<file path="src/rtl/posit_encode_arbiter.sv">
// posit_encode_arbiter: round-robin sharing of one combinational posit
// format encoder between NREQ field producers. A grant in IDLE captures the
// winner's decoded fields, ENC registers the encoded word, and EMIT holds the
// result on a valid/ready port until the downstream takes it.

// format_encoder: packs decoded posit fields (signed regime, exponent,
// mantissa, sign) into a WIDTH-bit posit. The body is built as a regime run
// followed by EN exponent bits and the mantissa, truncated to WIDTH-1 bits.
// Non-negative regimes are emitted one ulp below the boundary pattern, which
// is the reference encoder's mapping (fields 0/0/0 encode as 7'h1F).
// Negative values are the two's complement of the positive encoding.
module format_encoder #(
    parameter int WIDTH = 7,
    parameter int EN    = 1
) (
    input  logic [7:0]       regime,
    input  logic [7:0]       exponent,
    input  logic [7:0]       mantissa,
    input  logic             neg,
    output logic [WIDTH-1:0] q
);
    localparam int BW = WIDTH - 1;       // body width below the sign bit
    localparam int TW = EN + 8;          // exponent + mantissa tail width
    localparam int WW = BW + TW + 2;     // working frame width
    localparam logic [8:0] RUN_MAX = 9'(BW);

    logic [8:0]       run_s;
    logic [TW-1:0]    tail_s;
    logic [WW-1:0]    frame_s;
    logic [BW-1:0]    body_s;
    logic [WIDTH-1:0] mag_s;
    logic             unused_s;

    // Only the low EN exponent bits form the exponent field.
    assign unused_s = ^exponent;

    // Build regime run, append tail, truncate to the body, then apply sign.
    always_comb begin
        run_s   = 9'd0;
        tail_s  = {exponent[EN-1:0], mantissa};
        frame_s = {WW{1'b0}};
        body_s  = {BW{1'b0}};
        mag_s   = {WIDTH{1'b0}};
        q       = {WIDTH{1'b0}};

        // Run length: -r zeros for negative regimes, r+1 ones otherwise.
        if (regime[7]) begin
            run_s = 9'd0 - {regime[7], regime};
        end else begin
            run_s = {1'b0, regime} + 9'd1;
        end

        // A run longer than the body saturates toward minpos/maxpos.
        if (run_s > RUN_MAX) begin
            run_s = RUN_MAX;
        end else begin
            run_s = run_s;
        end

        // Zeros terminated by a one, or ones terminated by a zero.
        if (regime[7]) begin
            frame_s = {1'b1, tail_s, {(BW+1){1'b0}}} >> run_s;
        end else begin
            frame_s = ({1'b0, tail_s, {(BW+1){1'b0}}} >> run_s)
                    | ~({WW{1'b1}} >> run_s);
        end

        body_s = BW'(frame_s >> (WW - BW));

        // Negative regimes never collapse to zero; non-negative ones are
        // biased down one ulp.
        if (regime[7]) begin
            if (body_s == {BW{1'b0}}) begin
                body_s = BW'(1);
            end else begin
                body_s = body_s;
            end
        end else begin
            body_s = body_s - BW'(1);
        end

        mag_s = {1'b0, body_s};

        if (neg) begin
            q = ~mag_s + WIDTH'(1);
        end else begin
            q = mag_s;
        end
    end
endmodule

module posit_encode_arbiter #(
    parameter int WIDTH = 7,
    parameter int EN    = 1,
    parameter int NREQ  = 4
) (
    input  logic                   clk,
    input  logic                   rst,
    input  logic [NREQ-1:0]        req_valid,
    output logic [NREQ-1:0]        req_ready,
    input  logic [8*NREQ-1:0]      req_regime,
    input  logic [8*NREQ-1:0]      req_exponent,
    input  logic [8*NREQ-1:0]      req_mantissa,
    input  logic [NREQ-1:0]        req_neg,
    output logic                   out_valid,
    input  logic                   out_ready,
    output logic [WIDTH-1:0]       out_q,
    output logic [$clog2(NREQ)-1:0] out_id,
    output logic                   busy
);
    localparam int IDW = $clog2(NREQ);

    typedef enum logic [1:0] {
        ST_IDLE = 2'd0,
        ST_ENC  = 2'd1,
        ST_EMIT = 2'd2
    } state_t;

    state_t           state_r;
    logic [IDW-1:0]   rr_ptr_r;
    logic [IDW-1:0]   id_r;
    logic [7:0]       regime_r;
    logic [7:0]       exponent_r;
    logic [7:0]       mantissa_r;
    logic             neg_r;
    logic             out_valid_r;
    logic [WIDTH-1:0] out_q_r;
    logic [IDW-1:0]   out_id_r;

    logic             grant_valid_s;
    logic [IDW-1:0]   grant_idx_s;
    logic [IDW+2:0]   grant_base_s;
    logic [7:0]       sel_regime_s;
    logic [7:0]       sel_exponent_s;
    logic [7:0]       sel_mantissa_s;
    logic             sel_neg_s;
    logic [WIDTH-1:0] enc_q_s;

    // Round-robin search: first valid requester at or after rr_ptr, wrapping.
    always_comb begin
        int idx_v;
        grant_valid_s = 1'b0;
        grant_idx_s   = {IDW{1'b0}};
        idx_v         = 0;
        for (int i = 0; i < NREQ; i++) begin
            idx_v = int'(rr_ptr_r) + i;
            if (idx_v >= NREQ) begin
                idx_v = idx_v - NREQ;
            end else begin
                idx_v = idx_v;
            end
            if (!grant_valid_s && req_valid[idx_v]) begin
                grant_valid_s = 1'b1;
                grant_idx_s   = IDW'(idx_v);
            end else begin
                grant_valid_s = grant_valid_s;
            end
        end
    end

    // Pick out the granted requester's field slices.
    always_comb begin
        grant_base_s   = {grant_idx_s, 3'b000};
        sel_regime_s   = req_regime[grant_base_s +: 8];
        sel_exponent_s = req_exponent[grant_base_s +: 8];
        sel_mantissa_s = req_mantissa[grant_base_s +: 8];
        sel_neg_s      = req_neg[grant_idx_s];
    end

    // Accept strobe: one-hot to the winner, only while IDLE and out of reset.
    always_comb begin
        req_ready = {NREQ{1'b0}};
        if (state_r == ST_IDLE && grant_valid_s && !rst) begin
            req_ready[grant_idx_s] = 1'b1;
        end else begin
            req_ready = {NREQ{1'b0}};
        end
    end

    format_encoder #(
        .WIDTH (WIDTH),
        .EN    (EN)
    ) u_format_encoder (
        .regime   (regime_r),
        .exponent (exponent_r),
        .mantissa (mantissa_r),
        .neg      (neg_r),
        .q        (enc_q_s)
    );

    // Control FSM with field capture, result register and pointer update.
    always_ff @(posedge clk) begin
        if (rst) begin
            state_r     <= ST_IDLE;
            rr_ptr_r    <= {IDW{1'b0}};
            id_r        <= {IDW{1'b0}};
            regime_r    <= 8'd0;
            exponent_r  <= 8'd0;
            mantissa_r  <= 8'd0;
            neg_r       <= 1'b0;
            out_valid_r <= 1'b0;
            out_q_r     <= {WIDTH{1'b0}};
            out_id_r    <= {IDW{1'b0}};
        end else begin
            case (state_r)
                ST_IDLE: begin
                    // Fields change only here, on a completed grant.
                    if (grant_valid_s) begin
                        regime_r   <= sel_regime_s;
                        exponent_r <= sel_exponent_s;
                        mantissa_r <= sel_mantissa_s;
                        neg_r      <= sel_neg_s;
                        id_r       <= grant_idx_s;
                        state_r    <= ST_ENC;
                    end
                end
                ST_ENC: begin
                    out_q_r     <= enc_q_s;
                    out_id_r    <= id_r;
                    out_valid_r <= 1'b1;
                    state_r     <= ST_EMIT;
                end
                ST_EMIT: begin
                    // Hold the result until taken; then advance past the winner.
                    if (out_ready) begin
                        out_valid_r <= 1'b0;
                        if (id_r == IDW'(NREQ - 1)) begin
                            rr_ptr_r <= {IDW{1'b0}};
                        end else begin
                            rr_ptr_r <= id_r + IDW'(1);
                        end
                        state_r <= ST_IDLE;
                    end
                end
                default: begin
                    out_valid_r <= 1'b0;
                    state_r     <= ST_IDLE;
                end
            endcase
        end
    end

    assign out_valid = out_valid_r;
    assign out_q     = out_q_r;
    assign out_id    = out_id_r;
    assign busy      = (state_r != ST_IDLE);
endmodule

</file>
<file path="config.mk">
export PLATFORM = sky130hd
export DESIGN_NAME = posit_encode_arbiter
export DESIGN_NICKNAME = d
export VERILOG_FILES = /design/src/rtl/posit_encode_arbiter.sv
export SDC_FILE = /design/constraint.sdc
export NUM_CORES = 1
export LEC_CHECK = 0
export CELL_PAD_IN_SITES_DETAIL_PLACEMENT = 1
export CELL_PAD_IN_SITES_GLOBAL_PLACEMENT = 2
export CORE_ASPECT_RATIO = 1.75
export CORE_MARGIN = 2
export CORE_UTILIZATION = 23
export DETAILED_ROUTE_END_ITERATION = 16
export PLACE_DENSITY = 0.87
export SKIP_LAST_GASP = 1
export SYNTH_ARGS = -nofsm -noshare
export SYNTH_HDL_FRONTEND = slang
export SYNTH_SLANG_ARGS = --single-unit
export TNS_END_PERCENT = 30
</file>
<file path="constraint.sdc">
create_clock -name clk -period 4.4 [get_ports clk]
set_clock_uncertainty 0.1 [all_clocks]
set_input_delay 0.88 -clock clk [delete_from_list [all_inputs] [get_ports clk]]
set_output_delay 0.88 -clock clk [all_outputs]
set_load 0.05 [all_outputs]
</file>
==> results_dict.tcl <==
set metrics [dict create \
    status "completed" \
    timing.critical_path.to_type "flop" \
    cp.arrival_ps 4120 \
    worst_skew_pair.late_latency_ps 280 \
    p_comb_share_pct 49.3 \
    fmax_ghz 0.2443 \
    max_stage_delay_ps 430 \
    vdd_ir_drop_max_mv 0.1594 \
    placeableCoreArea_um2 11580 \
    hold_path_class "reg2reg" \
    antenna_violating_nets_post_route 0 \
    worst-path-buf-inv 2 \
    detailed_place_hpwl_um 6648 \
    combinational_family_with_the_most_area_after_synthesis "compound AO/OA/AOI/OAI gates" \
    design.portCount 122 \
    drtPass1Iterations 4 \
    cts.clk_slew.worst_paths_ps 50 \
    postSynthRegisterBits 30 \
    crit_path_max_fanout 6 \
    area_growth_pct 37.53 \
    grt_max_degree 43 \
    edff_count_synth 0 \
    setup_tns_ps 0 \
    dominant_register_cell_in_the_synthesized_netlist "sky130_fd_sc_hd__dfxtp_1" \
    routed-via-count 2880 \
    clock_sink_count 30 \
    post-synth-top-area-cell "sky130_fd_sc_hd__dfxtp_1" \
    synth-adder-area-share_pct 2.283 \
    slew_violations 0 \
    p_int_uw 816.0 \
    fillCellCount 1406 \
    regToRegStartpoint "regime_r[0]" \
    max_capacitance_violation_count 0 \
    synth_nets 474 \
    die_y_um 148.4 \
    finalNetCount 536 \
    wl_um 8433 \
    port-buffer-count 77 \
    p_seq_share_pct 25.6 \
    worst-slew-pin-transition_ps 781.2 \
    final_period_minus_worst_setup_slack_ps 4094 \
    global_route.overflow_total 0 \
    chipWidth_um 86.51 \
    cp_top_family "compound AO/OA/AOI/OAI gates" \
    slew-limit-headroom_pct 47.81 \
    mostFrequentLayoutCells "sky130_fd_sc_hd__clkdlybuf4s50_1, sky130_fd_sc_hd__nor2_1, sky130_fd_sc_hd__a21oi_1, sky130_fd_sc_hd__a211oi_1, sky130_fd_sc_hd__dfxtp_1" \
    floorplan.initialDensity_pct 23.66 \
    reg2reg_slack_ps 310 \
    cp-start-kind "flop" \
    cp_num_cells 17 \
    ys_async_sr_fraction_pct 0 \
    ys_warn_count 0 \
    final_worst_path_period_share_pct 93.05 \
    synth-compound-area-share_pct 29.68 \
    final_common_cell "sky130_fd_sc_hd__clkdlybuf4s50_1" \
    htree_levels 2 \
    numCtsBuffers 5 \
    grt_first_pass_wirelength_um 14420 \
    synth-seq-area-share_pct 21.92 \
    critical_path_required_ps 4430 \
    critPathKind "reg2reg" \
    final_count_of_negative_setup_slack_endpoints 0 \
    design_power_total_mw 1.372 \
    yosys.cell_types.count 62 \
    timing.hold.ws_ps 363.4 \
    hp-start "out_q[2]" \
    avgViaCountPerCell 5.143 \
    synthDominantCellAreaShare_pct 21.92 \
    cts-root-to-sink-buffers 2 \
    path_cells "inv_1, ha_1, or3b_1, o22ai_1, nor4_4, nand4b_2, a2111oi_0, o21ai_0, and2_1, ha_1, o21ai_1, a211oi_4, buf_4, a2111oi_4, a2111oi_4, xor2_1, a211oi_1" \
    synth.area.mux_share_pct 9.224 \
    cpMaxStageDelayCell "sky130_fd_sc_hd__dfxtp_1" \
    ctsHoldBuffers 0 \
    die_outline_area_um2 12840 \
    netlist_top_cells_area "sky130_fd_sc_hd__dfxtp_1, sky130_fd_sc_hd__a211oi_1, sky130_fd_sc_hd__mux2i_1" \
    post-route-drc-count 0 \
    wl_per_cell_um 15.06 \
    power_per_cell_area_nw_per_um2 364.2 \
    synth.avg_cell_area_um2 7.569 \
    p_leak_nw 1.325 \
    rr_endpoint "out_q[4]" \
    r2r.worst_path.cells 17 \
    post_synth_instance_area_um2 2740 \
    antennaDiodeCount 0 \
    dr.first_iter.drc_count 119 \
    global_route.usage.total_pct 13.73 \
    drive_gt1_share_pct 11.06 \
    clock_share_of_power_pct 25.2 \
    tritoncts_clock_tree "done" \
    initial_antenna_violation_count 0 \
    hold_viol_final 0 \
    synth-xor-area-share_pct 2.192 \
    min_delay_path_depth 2 \
    p_switching_uw 556.4 \
    setup.worst_path.end "out_q[4]" \
    grt_setup_unrepaired "true" \
    globalplace.congestion 0.8671 \
    switching_share_pct 40.54 \
    placement_rows 52 \
    synth_simple_gate_area_share_pct 27.99 \
    start_point_of_the_critical_path "regime_r[0]" \
    clk_root_buffer_cell "sky130_fd_sc_hd__clkbuf_16" \
    first_global_vias 3077 \
    netlist_instances 362 \
]
## kinds of logic after synthesis
group	Yosys count
AOI/OAI and AO/OA	112
xor gates and xnor gates	6
adders and majority gates	5
buffers and inverters	40
DFF	30
muxes	25
and+or+nand+nor	144
## area by class of cell
class                      count  area [µm²]  share of cell area, %
tap                          135       168.9                  4.482
sequential                    30       600.6                  15.94
clock inverter                 2       12.51                 0.3320
inverter                       7       26.28                 0.6972
timing repair buffer          88       843.3                  22.38
clock buffer                   6       138.9                  3.685
multi-input combinational    292        1978                  52.49
## how the worst min path moves through the flow
stage / end / slack, ps
after floorplan: out_id[1] / 350
after global placement: out_q[2] / 350
after detailed placement: out_q[2] / 360
after CTS: out_q[2] / 370
after global routing: out_q[2] / 400
final: out_q[2] / 360
## sequential cells by signal, summed over array words and instances, names as in the netlist
name,flops
mantissa_r,4
out_valid,1
out_q,7
state_r,2
neg_r,1
exponent_r,1
regime_r,8
rr_ptr_r,2
id_r,2
out_id,2
## per-layer routing
layer / vias to the layer above / track usage, % / share of wire, %
li1: 1452 / - / -
met1: 1353 / 14.84 / 39
met2: 59 / 26.23 / 56
met3: 16 / 1.054 / 2.0
met4: 0 / 6.250 / 2.8
met5: - / 0 / 0
## tightest hold or removal path: cells and delay by family, from the launching register on
family / cells / cell delay [ps]
simple gates: 1 / 50
compound gates: 1 / 50
flops: 1 / 310
## synthesized netlist by cell type, types with 2 or more instances
master	n
sky130_fd_sc_hd__o211ai_1	2
sky130_fd_sc_hd__and3_1	2
sky130_fd_sc_hd__nor4_1	4
sky130_fd_sc_hd__xor2_1	3
sky130_fd_sc_hd__or2_1	2
sky130_fd_sc_hd__nand3_1	11
sky130_fd_sc_hd__o21ai_0	10
sky130_fd_sc_hd__buf_4	3
sky130_fd_sc_hd__a21o_1	2
sky130_fd_sc_hd__a211oi_1	33
sky130_fd_sc_hd__dfxtp_1	30
sky130_fd_sc_hd__and2_1	2
sky130_fd_sc_hd__nor3b_1	4
sky130_fd_sc_hd__clkbuf_1	21
sky130_fd_sc_hd__nor3_1	9
sky130_fd_sc_hd__o41ai_1	2
sky130_fd_sc_hd__o2bb2ai_1	2
sky130_fd_sc_hd__mux2i_1	23
sky130_fd_sc_hd__nand2_1	24
sky130_fd_sc_hd__nor2b_1	19
sky130_fd_sc_hd__a2111oi_4	2
sky130_fd_sc_hd__o21ai_2	2
sky130_fd_sc_hd__nor2_1	45
sky130_fd_sc_hd__nand2b_1	5
sky130_fd_sc_hd__inv_1	7
sky130_fd_sc_hd__mux2_2	2
sky130_fd_sc_hd__o21ai_1	2
sky130_fd_sc_hd__o22ai_1	5
sky130_fd_sc_hd__nand4_1	3
sky130_fd_sc_hd__buf_6	2
sky130_fd_sc_hd__ha_1	5
sky130_fd_sc_hd__o21a_1	3
sky130_fd_sc_hd__buf_2	6
sky130_fd_sc_hd__nand3b_1	3
sky130_fd_sc_hd__a21oi_1	34
sky130_fd_sc_hd__xnor2_1	2
## timing repair
item                       in CTS  in global routing
buffers inserted                0                  2
setup endpoints to repair       0                  2
resized for setup               0                  1
## power groups by stage
stage / registers [mW] / clock network (mW) / logic [mW]
final: 0.351 / 0.345 / 0.676
after global routing: 0.357 / 0.366 / 0.748
after CTS: 0.351 / 0.355 / 0.681
after detailed placement: 0.357 / 0 / 0.677
after global placement: 0.355 / 0 / 0.656
after floorplan: 0.365 / 0 / 0.475
## per-stage QoR
step	setup WS [ps]	util, %	instances	instance area [µm²]
after global placement	329.4	31.07	550	3598
after floorplan	82.83	-	362	2740
after global routing	-26.68	32.54	560	3769
after CTS	199.9	32.38	558	3750
after detailed placement	235.7	31.07	550	3598
final	305.9	32.54	560	3769
Note: power is estimated with default switching activity, not from simulation.
==> RTL change 1 (config.mk and constraints unchanged) <==
`WIDTH` is set to 7 in 2 places; all go to 14.
--- a/src/rtl/posit_encode_arbiter.sv
+++ b/src/rtl/posit_encode_arbiter.sv
@@ -12,3 +12,3 @@
 module format_encoder #(
-    parameter int WIDTH = 7,
+    parameter int WIDTH = 14,
     parameter int EN    = 1
@@ -92,3 +92,3 @@
 module posit_encode_arbiter #(
-    parameter int WIDTH = 7,
+    parameter int WIDTH = 14,
     parameter int EN    = 1,
Ports: changed (resized out_q); port bits go from 122 to 129. The function was not compared with the original's and may differ.
==> RTL change 1 against the original RTL <==
The run now ends with setup timing left. Sequential share of layout area decreased by 4.9 points. Total power increased by 150%. Routed wire length increased to 2.6 times the old value. Cell area increased by 99%. Area after synthesis increased by 77%. Worst setup slack got worse by 0.63 ns. Cell count increased by 100%. Sequential cell count increased by 11. Largest power group unchanged.
==> RTL change 1: results (changes against the original RTL) <==
timing:
  worst_slack_ns: -0.321  # was 0.306 ns
  setup_tns_ns: -2.69  # was 0 ns
  setup_viol: 12  # was 0
  slew_headroom: 0.401  # was 0.478
  whs_ns: 0.361  # was 0.363 ns
power:
  cellLeakagePower_nw: 2.87  # was 1.33 nW
  peakVddDrop_v: 0.000166  # was 0.000159 V
  seq_power_share: 0.139  # was 0.256
  clk-power_mw: 0.442  # was 0.345 mW
  power_mw: 3.41  # was 1.37 mW
  p_int_mw: 1.82  # was 0.816 mW
layout:
  layout-drive-gt1-share: 0.290  # was 0.111
  diodes: 0  # unchanged
  fillers: 2544  # was 1406
  largest_reg_flops: 14  # was 8
  final_nets: 980  # was 536
outcome:
  violations: "setup timing"
  run_status: "finished, violations left"  # was completed
synthesis:
  synthAdderAreaFrac: 0.0155  # was 0.0228
  synth_common_cells: "nand2_1, nor2_1, a21oi_1"  # was nor2_1, a21oi_1, a211oi_1
  synth-compound-area-share: 0.380  # was 0.297
  netlist_instances: 668  # was 362
  synth_area_leaders: "dfxtp_1, nand2_1, a21oi_1"  # was dfxtp_1, a211oi_1, mux2i_1
  synth_flop_cell: "dfxtp_1"  # unchanged
  ys_seq_area_frac: 0.169  # was 0.219
  syn_nets: 781  # was 474
  synthMuxAreaShare: 0.0319  # was 0.0922
  netlist-cell-type-count: 105  # was 62
  synth-xor-area-share: 0.0286  # was 0.0219
  synth.most_common_cell: "nand2_1"  # was nor2_1
  async_flop_share: 0  # unchanged
global_route:
  grt_max_degree: 41  # was 43
  antenna_found_initial: 0  # unchanged
  gr-usage-all-layers: 0.193  # was 0.137
  grt_pass1_vias: 6586  # was 3077
  grt_pass1_wl_um: 34000  # was 14400 um
clock_tree:
  cts-resized-gates: 21  # was 0
  cts_buffers: 5  # unchanged
  cts_max_level: 2  # unchanged
  cts_setup_buffers: 3  # was 0
  clkSlewWorstSetupHoldPaths_ns: 0.07  # was 0.05 ns
worst_hold_path:
  hold_path_class: "flip-flop to flip-flop"  # unchanged
  min_from: "out_q[4]"  # was out_q[2]
setup_path:
  crit_family: "compound AO/OA/AOI/OAI gates"  # unchanged
  cpPeakStageDelay_ns: 0.39  # was 0.43 ns
  path_max_fanout: 4  # was 6
  cp.arrival_ns: 4.80  # was 4.12 ns
  critPathSlowestCell: "a311o_2"  # was dfxtp_1
placement:
  dp_hpwl_um: 17900  # was 6650 um
  gp_congestion: 0.950  # was 0.867
  placed_cell_area_sq_um: 7060  # was 3600 sq um
  dp_cells: 1101  # was 550
  pre_cts_ws_ns: -0.587  # was 0.236 ns
  portBuffers: 100  # was 77
route:
  via_per_inst: 5.51  # was 5.14
  drtIter0Drc: 276  # was 119
  num_vias: 6166  # was 2880
  wl_per_cell_um: 19.8  # was 15.1 um
==> RTL change 1: cell types whose count changed after synthesis, moves of 13 or more <==
cell	change
nand2_1	+64
o21ai_0	+13
a21oi_1	+18
clkbuf_1	+18
nor2b_1	-13
a311oi_1	+20
nor2_1	+15
==> RTL change 1: layer usage <==
layer	wire length (um)	GRT usage
met1	6800	0.161
met4	2290	0.186
met2	12300	0.379
met3	726	0.0204
met5	0	0
==> RTL change 1: layout make-up <==
type / count / area, sq um / area share
Multi-Input combinational cell: 552 / 3920 / 0.522
Sequential cell: 41 / 827 / 0.110
Timing Repair Buffer: 252 / 2210 / 0.294
Inverter: 15 / 60.1 / 0.00801
Clock buffer: 6 / 139 / 0.0185
Tap cell: 252 / 315 / 0.0420
Clock inverter: 2 / 37.5 / 0.00500
==> RTL change 1: final timing paths <==
path	cells after the start	end
worst max-delay path	25	out_q[11]
worst min-delay path	2	out_q[4]
worst max register to register	25	out_q[11]
worst min register to register	2	out_q[4]
==> RTL change 2 (config.mk and constraints unchanged) <==
Made on the original files. Reset style: asynchronous (`rst`), changed in one clocked block.
--- a/src/rtl/posit_encode_arbiter.sv
+++ b/src/rtl/posit_encode_arbiter.sv
@@ -191,3 +191,3 @@
     // Control FSM with field capture, result register and pointer update.
-    always_ff @(posedge clk) begin
+    always_ff @(posedge clk or posedge rst) begin
         if (rst) begin
Function: differs if rst is asserted again (counterexample within 4 cycles, from zero or initial values and one cycle with rst high); with rst held inactive, the same outputs for 4 cycles.
==> RTL change 2 against the original RTL <==
The flow now finishes with violations (setup timing). Count of clock-buffer cells in the layout rose by 1. Sequential cell count unchanged. Sequential share of layout area up 1.2 points. Cell area grew 17%. Worst setup slack got worse by 0.50 ns. Area after synthesis increased by 2.1%. Global-route usage is 2.0 points higher. Routed wire length increased by 21%. Critical endpoint is now out_q[6].
Power is not compared: it rests on default switching activity, and its combinational part moved more than twofold at a synthesized area within 25%.
==> RTL change 2: results (changes against the original RTL) <==
timing:
  setup_viol: 4  # was 0
  whs_ns: 0.385  # was 0.363 ns
  worst_slack_ns: -0.197  # was 0.306 ns
  tightest_slew_ns: 0.896  # was 0.781 ns
global_route:
  use_met2: 0.312  # was 0.262
  grt_use_met3: 0.0132  # was 0.0105
  grt_pass1_vias: 3638  # was 3077
  gr-usage-all-layers: 0.157  # was 0.137
  grt_max_degree: 35  # was 43
  use_met1: 0.161  # was 0.148
  grt_pass1_wl_um: 16800  # was 14400 um
power:
  powerComb_mw: 2.55
  peakVddDrop_v: 0.000272
route:
  wl_met2_um: 5760  # was 4730 um
  drtIter0Drc: 116  # was 119
  num_vias: 3367  # was 2880
  routed_wl_um: 10200  # was 8430 um
  dr_wl_met3_um: 268  # was 172 um
  m1WireLength_um: 3880  # was 3300 um
layout:
  fin_cells: 654  # was 560
  fillers: 1472  # was 1406
  layout-drive-gt1-share: 0.224  # was 0.111
synthesis:
  synth-compound-area-share: 0.265  # was 0.297
  syn_nets: 507  # was 474
  synth_common_cells: "nand2_1, o21ai_0, dfrtp_1"  # was nor2_1, a21oi_1, a211oi_1
  ys_seq_area_frac: 0.268  # was 0.219
  netlist-cell-type-count: 61  # was 62
  netlist_instances: 395  # was 362
  synthAdderAreaFrac: 0.0224  # was 0.0228
  async_flop_share: 1.00  # was 0
  synth_area_leaders: "dfrtp_1, nand2_1, o21ai_0"  # was dfxtp_1, a211oi_1, mux2i_1
  synth_flop_cell: "dfrtp_1"  # was dfxtp_1
  synth-xor-area-share: 0.0340  # was 0.0219
placement:
  pre_cts_ws_ns: -0.291  # was 0.236 ns
  placed_cell_area_sq_um: 4060  # was 3600 sq um
  dp_cells: 629  # was 550
  dp_hpwl_um: 7890  # was 6650 um
  gp_congestion: 0.885  # was 0.867
setup_path:
  critPathSlowestCell: "or4_4"  # was dfxtp_1
  path_max_fanout: 5  # was 6
  cp.arrival_ns: 4.64  # was 4.12 ns
  rr_startpoint: "regime_r[0]"  # unchanged
  endpoint: "out_q[6]"  # was out_q[4]
  cpPeakStageDelay_ns: 0.55  # was 0.43 ns
  crit_family: "simple AND/OR/NAND/NOR gates"  # was compound AO/OA/AOI/OAI gates
worst_hold_path:
  hold_path_end: "out_q[2]"  # unchanged
outcome:
  violations: "setup timing"
  run_status: "finished, violations left"  # was completed
clock_tree:
  cts_root_buf: "clkbuf_16"  # unchanged
  clkSlewWorstSetupHoldPaths_ns: 0.05  # about the same
RTL change 2: changes by cell type after synthesis, sizes merged, moves of 9 or more:
| cell | change |
|---|---|
| mux2i | -20 |
| nand2 | +85 |
| a21oi | -24 |
| buf | -9 |
| nand3 | +18 |
| dfxtp | -30 |
| o21ai | +27 |
| dfrtp | +30 |
| nor2b | -13 |
| nor2 | -27 |
| a211oi | -30 |
RTL change 2: what timing repair did:
| action | in CTS | in global routing |
|---|---|---|
| setup buffers | 10 | 7 |
| gates resized for setup | 8 | 9 |
| hold endpoints to repair | 0 | 0 |
| setup endpoints to repair | 5 | 6 |
| pin swaps | 7 | 10 |
RTL change 2: final cells by class:
type / count / area (sq um) / share of cell area
timing repair buffer: 138 / 1260 / 0.287
tap: 137 / 171 / 0.0390
sequential: 30 / 754 / 0.171
clock inverter: 1 / 5.00 / 0.00114
clock buffer: 7 / 143 / 0.0324
multi-input combinational: 330 / 2020 / 0.459
inverter: 11 / 43.8 / 0.00995
